--- src/rtl/fifo_rd_packer.sv ---
// Read-side consumer of an asynchronous FIFO: pops entries, packs PACK of them
// little-endian into one wide word, and offers the word on a valid/ready stream.
module fifo_rd_packer #(
    parameter int DATASIZE = 8,
    parameter int PACK     = 4,
    parameter int CNTW     = 16
) (
    input  logic                     rd_clk,
    input  logic                     rd_rst_n,
    input  logic                     fifo_empty,
    output logic                     fifo_rd_en,
    input  logic [DATASIZE-1:0]      fifo_rd_data,
    input  logic                     flush,
    output logic [PACK*DATASIZE-1:0] out_data,
    output logic                     out_valid,
    input  logic                     out_ready,
    output logic [$clog2(PACK)-1:0]  acc_cnt,
    output logic [CNTW-1:0]          word_cnt
);
    localparam int AW = $clog2(PACK);

    logic                               inflight_p0;
    logic [PACK-1:0][DATASIZE-1:0]      lanes_p1;
    logic [PACK-1:0][DATASIZE-1:0]      word_p1;
    logic [AW:0]                        fill;
    logic                               pop;
    logic                               capture;
    logic                               complete;
    logic                               accept;

    // fill == PACK-1 means the next pop completes a word, so the output
    // register must be empty or draining before that pop is issued.
    assign fill       = {1'b0, acc_cnt} + {{AW{1'b0}}, inflight_p0};
    assign fifo_rd_en = rd_rst_n && !fifo_empty && !flush &&
                        (int'(fill) != PACK - 1 || !out_valid || out_ready);
    assign pop        = fifo_rd_en && !fifo_empty;
    assign capture    = inflight_p0 && !flush;
    assign complete   = capture && (int'(acc_cnt) == PACK - 1);
    assign accept     = out_valid && out_ready;

    always_comb begin
        word_p1         = lanes_p1;
        word_p1[PACK-1] = fifo_rd_data;
    end

    // stage p1: lane capture of the entry returned one cycle after its pop
    always_ff @(posedge rd_clk) begin
        if (capture) begin
            lanes_p1[acc_cnt] <= fifo_rd_data;
        end
    end

    // stage p0/p1 control: pop tracking, lane index, output word and counter
    always_ff @(posedge rd_clk or negedge rd_rst_n) begin
        if (!rd_rst_n) begin
            inflight_p0 <= 1'b0;
            acc_cnt     <= '0;
            out_valid   <= 1'b0;
            out_data    <= '0;
            word_cnt    <= '0;
        end else begin
            inflight_p0 <= pop;
            if (flush || complete) begin
                acc_cnt <= '0;
            end else if (capture) begin
                acc_cnt <= acc_cnt + AW'(1);
            end
            if (complete) begin
                out_data  <= word_p1;
                out_valid <= 1'b1;
            end else if (accept) begin
                out_valid <= 1'b0;
            end
            if (accept) begin
                word_cnt <= word_cnt + CNTW'(1);
            end
        end
    end

endmodule

--- config.mk ---
export PLATFORM = sky130hd
export DESIGN_NAME = fifo_rd_packer
export DESIGN_NICKNAME = d
export VERILOG_FILES = /design/src/rtl/fifo_rd_packer.sv
export SDC_FILE = /design/constraint.sdc
export NUM_CORES = 1
export LEC_CHECK = 0
export CORE_ASPECT_RATIO = 0.6
export CORE_MARGIN = 5
export CORE_UTILIZATION = 25
export CTS_CLUSTER_DIAMETER = 200
export DETAILED_ROUTE_END_ITERATION = 12
export GPL_TIMING_DRIVEN = 0
export MAX_ROUTING_LAYER = met4
export PLACE_DENSITY = 0.42
export SYNTH_ARGS = -nofsm -noshare
export SYNTH_HDL_FRONTEND = slang
export SYNTH_SLANG_ARGS = --single-unit
export TNS_END_PERCENT = 5
--- constraint.sdc ---
create_clock -name rd_clk -period 4.9 [get_ports rd_clk]
set_clock_uncertainty 0.2 [all_clocks]
set_input_delay 0.98 -clock rd_clk [delete_from_list [all_inputs] [get_ports rd_clk]]
set_output_delay 0.98 -clock rd_clk [all_outputs]
set_load 0.02 [all_outputs]
-- Word-level counts from Yosys, hierarchy flattened
Cells that the tools add are included.
- add/subtract/negate cells: 3
- multipliers: 0
- div/mod/pow operators: 0
- magnitude comparators: 2
- equal/unequal tests: 2
- shifts and indexed selects: 0
- multiplexer cells: 7
- bitwise operators: 0
- reductions and logical operators: 16
- operators with widths (operator ; number):
    32-bit bitwise mux ; 1
    16-bit by 1-bit adder with 16-bit output, second input constant ; 1
    8-bit demux with 2-bit select ; 1
    1-bit logical AND ; 8
    8-bit 2-to-1 mux ; 1
    2-bit 2-to-1 mux ; 2
    2-bit nonzero test ; 2
    2-bit by 1-bit adder with 3-bit output ; 1
    1-bit logical NOT ; 3
    1-bit logical OR ; 3
    2-bit by 3-bit less-than comparator with 1-bit output, second input constant ; 1
    3-bit != test, second input constant ; 1
    2-bit by 1-bit adder with 2-bit output, second input constant ; 1
    2-bit by 1-bit == test with 1-bit output, second input constant ; 1
    2-bit by 1-bit >= comparator with 1-bit output, second input constant ; 1
    1-bit 2-to-1 mux ; 2
- bits in registers: 84
- latch bits: 0
- bits in writable memories: 0
- ROM bits: 0
- input port bits: 13
- logic and storage cells: 39
- memories: 0

-- Longest topological paths before layout
- depth after elaboration: 6
- gate-level depth with buffers: 5
- mapped depth without buffers: 5

-- Worst setup path after synthesis
No wires, ideal clock.
- path kind: register to output
- start point: register acc_cnt[0]
- end point: output port fifo_rd_en
- data arrival time: 1.831 ns
- data required time: 3.720 ns
- setup slack: 1.889 ns
- stages on the path, launching flop included: 6
- path buffers: 0
- path through: dfrtp_1 ha_1 ha_1 nand2_1 nor4_1 nor4b_1
- word-level cells in the longest chain between the ends: 5
- RTL lines (item ; line ; source):
    start: declaration ; 17 ; output logic [$clog2(PACK)-1:0] acc_cnt,
    start signal: assignment ; 66 ; acc_cnt <= acc_cnt + AW'(1);
    2-bit by 1-bit adder with 3-bit output ; 33 ; assign fill = {1'b0, acc_cnt} + {{AW{1'b0}}, inflight_p0};
    3-bit != test ; 35 ; (int'(fill) != PACK - 1 || !out_valid || out_ready);
    1-bit logical OR (2 in a row) ; 35 ;
    1-bit logical AND ; 34 ; assign fifo_rd_en = rd_rst_n && !fifo_empty && !flush &&
    end: declaration ; 11 ; output logic fifo_rd_en,
No other way between the ends.

-- Final worst setup path
- start point: input port rd_rst_n
- end point: output port fifo_rd_en
- word-level cells in the longest chain between the ends: 3
- RTL lines (item ; line ; source):
    start: declaration ; 9 ; input logic rd_rst_n,
    1-bit logical AND (3 in a row) ; 34 ;
No other way between the ends.

==> summary.md <==
| Metric | Value |
|---|---|
| Most Crowded Layer GR | met1 |
| Arrival time worst endpoint | 2.79 ns |
| Root buf cell | clkbuf_16 |
| Critical-path top delay cell | clkdlybuf4s50_1 |
| Layout cells sized above 1 | approximately a quarter |
| Nets | 273 |
| Post-route design area | 4180 um2 |
| Slew Limit Fails | 0 |
| Post-synth EDFFs | 24 |
| Max IR drop VDD | 0.158 mV |
| Buf/Inv on CP | 3 |
| Cells after Synth | between 150 and 200 |
| CTS-repair resized insts | 0 |
| Area contributors post-synth | dfrtp_1, edfxtp_1, mux2_4 |
| Postcts setup bufs | 0 |
| GPL Wtd Cong | 0.749 |
| Register clock-pin slew on the reported worst setup and hold paths | 0.06 ns |
| Synth warn | 0 |
| Number of max-cap violations | 0 |
| Total wire length | ~6.4 mm |
| Syn avg cell area | 17.1 um2 |
| Die height | 95.1 um |
| Req. time, crit path | 3.72 ns |
| Outcome | complete, no violations |
| CP max FO | 31 |
| CP Depth | 4 |
| FP Rows | 31 |
| I/O Pins | 65 |
| Internal Power | 1.09 mW |
| CP Cell Sequence | buf_2 > buf_12 > nor4b_1 > clkdlybuf4s50_1 |
| RSZ-0062 raised after global routing | no |
| CP Capture Type | output pin |
| Final setup viols | 0 |
| CP delay by family, top | buffers and inverters |
| Sw frac | 20.1% |
| Max_slew headroom | 49.8% |
| Number of hold buffers added after cts | 0 |
| GRT met2 Usage | 12.5% |
| Die area | 14500 um2 |
| DRC Markers | 0 |
| Clock power share | around 48% |
| P_sw | approximately 0.27 mW |
| Total track usage | a little under 10% |
| Most frequent cell after synthesis | dfrtp_1 |
| Routed wire per std cell | approximately 15 um |
| Detailed Routing Iterations Pass 1 | 4 |
| HP Class | reg -> reg |
| Largest stage delay, worst path | 0.67 ns |
| Period utilization | 81.0% |
| First-pass GRT wire length | 10.2 mm |
| Clock Latency Late Sink | 0.32 ns |
| Critical path type | in -> out |
| Cell depth of the worst hold path | 1 |
| Commonest cells post-synth | dfrtp_1, mux2_4, edfxtp_1 |
| Worst R2R Path Depth | 5 |
| Pwr dens | 326 nW/um2 |
| TNS Setup | 0 ns |
| Area leader, netlist | dfrtp_1 |
| Die width | 152 um |
| CTS max path bufs | 2 |
| DR iter-0 viols | 75 |
| Clk sinks | 76 |
| Post-synth ARST share | between 60% and 70% |
| P&R area growth vs syn | 38.3% |
| FMAX | approximately 250 MHz |
| IO buf count | 64 |
| Placed insts | 407 |
| P_leak | 1.85 nW |
| Fillcell total | 1218 |
| # diodes | 0 |
| Final std cells w/o fill | 423 |
| Routed vias/inst | 3.86 |
| GR Util met1 | 14.0% |
| Final core occ | 35.0% |
| Post-synthesis cell type count | 31 |
| Placed wire-length estimate | ~4.4 mm |
| Synth Cell Area | 3020 um2 |
| Num CTS Buffers | 9 |
| Main synth FF type | dfrtp_1 |
| Min Clock Period, post-route | roughly 4.0 ns |
| Seq pwr share | 48.9% |
| H-tree Lvls | 3 |
| Vias in the first global route | 1701 |
| Core Region | roughly 12000 um2 |
| Startpoint Class | input port |
| Yosys top cell area share | 43.1% |
| Mapped Nets | 197 |
| Pwr Total | about 1.4 mW |
| Initial antenna violation count | 0 |
| CTS tree | done |
| Final hold vios | 0 |
| Seq/Total Area, Yosys | 66.9% |
| Dpl cell area | 3880 um2 |
| Gr ovfl total | 0 |
| Maximum number of pins on one net before global-route repair | 32 |
| Slew at the pin closest to its max-slew limit | about 0.75 ns |
| Vias | 1633 |
| Comb pwr share | 3.4% |
| Grt met3 use | 3.72% |
| Initial core utilization | approximately a quarter |
| Post-DRT Antenna Nets | 0 |
| #FFs+latches synth | 76 |
[area by class of cell]
cell class                 instances  area (um2)  area share, %
sequential                        76        2020           48.4
clock inverter                     5        52.6           1.26
inverter                           3        11.3          0.270
clock buffer                      11         243           5.81
timing repair buffer              65         656           15.7
buffer                             3        33.8          0.809
tap                              165         206           4.94
multi-input combinational         95         953           22.8
[placed cells by master (no fill, tap or decap), types with 5 or more instances in the layout]
master           count
clkbuf_16            9
nand2_1              7
xnor2_1             10
edfxtp_1            24
ha_1                 7
dfrtp_1             52
mux2_4              29
clkdlybuf4s50_1     63
xor2_1               5
[metal layers]
metal  part of all wire (%)  up-vias
li1                       -      784
met4                   0.97        0
met5                      0        -
met2                     41       45
met3                    4.5        6
met1                     53      798
[state kept, by name (all words and copies together), names as in the netlist]
name / cells
lanes_p1: 24
acc_cnt: 2
inflight_p0: 1
word_cnt: 16
out_valid: 1
out_data: 32
[power groups by stage]
stage	sequential, mW	combinational, mW	clock [mW]
2_1_floorplan	0.681	0.00861	0
3_3_place_gp	0.679	0.0456	0
3_5_place_dp	0.678	0.0472	0
4_1_cts	0.666	0.0473	0.678
5_1_grt	0.667	0.0515	0.707
6_report	0.666	0.0457	0.650
[worst paths after layout]
kind	startpoint	to	slack [ns]
worst max-delay path	rd_rst_n	fifo_rd_en	0.93
worst min-delay path	word_cnt[15]	word_cnt[15]	0.27
max in group asynchronous	rd_rst_n	out_data[3]	3.38
min in group asynchronous	rd_rst_n	word_cnt[9]	0.52
worst max register to register	word_cnt[0]	word_cnt[8]	3.03
worst min register to register	word_cnt[15]	word_cnt[15]	0.27
[kinds of logic after synthesis]
kind of cell	count (synthesis)	synth area share, %
buf+inv	6	1.49
simple gates	37	7.71
flops	76	66.9
mux	34	16.2
fa+ha+maj	7	2.90
compound gates	2	0.373
xor+xnor	15	4.35
[worst reg2reg max path, delay by kind of cell, from the launching register on]
kind,cells,cell delay (ns)
AND/OR/NAND/NOR,3,0.80
flip-flops,1,0.44
adder cells (fa/ha/maj),1,0.22
XOR/XNOR,1,0.14
[per-stage QoR]
step / hold slack, ns / setup WS (ns)
after CTS: 0.277 / 0.853
after global routing: 0.282 / 0.697
after floorplan: 0.255 / 1.89
final: 0.270 / 0.930
after global placement: 0.261 / -0.707
after detailed placement: 0.264 / 0.879
No activity file was read; power rests on OpenSTA's default activity.
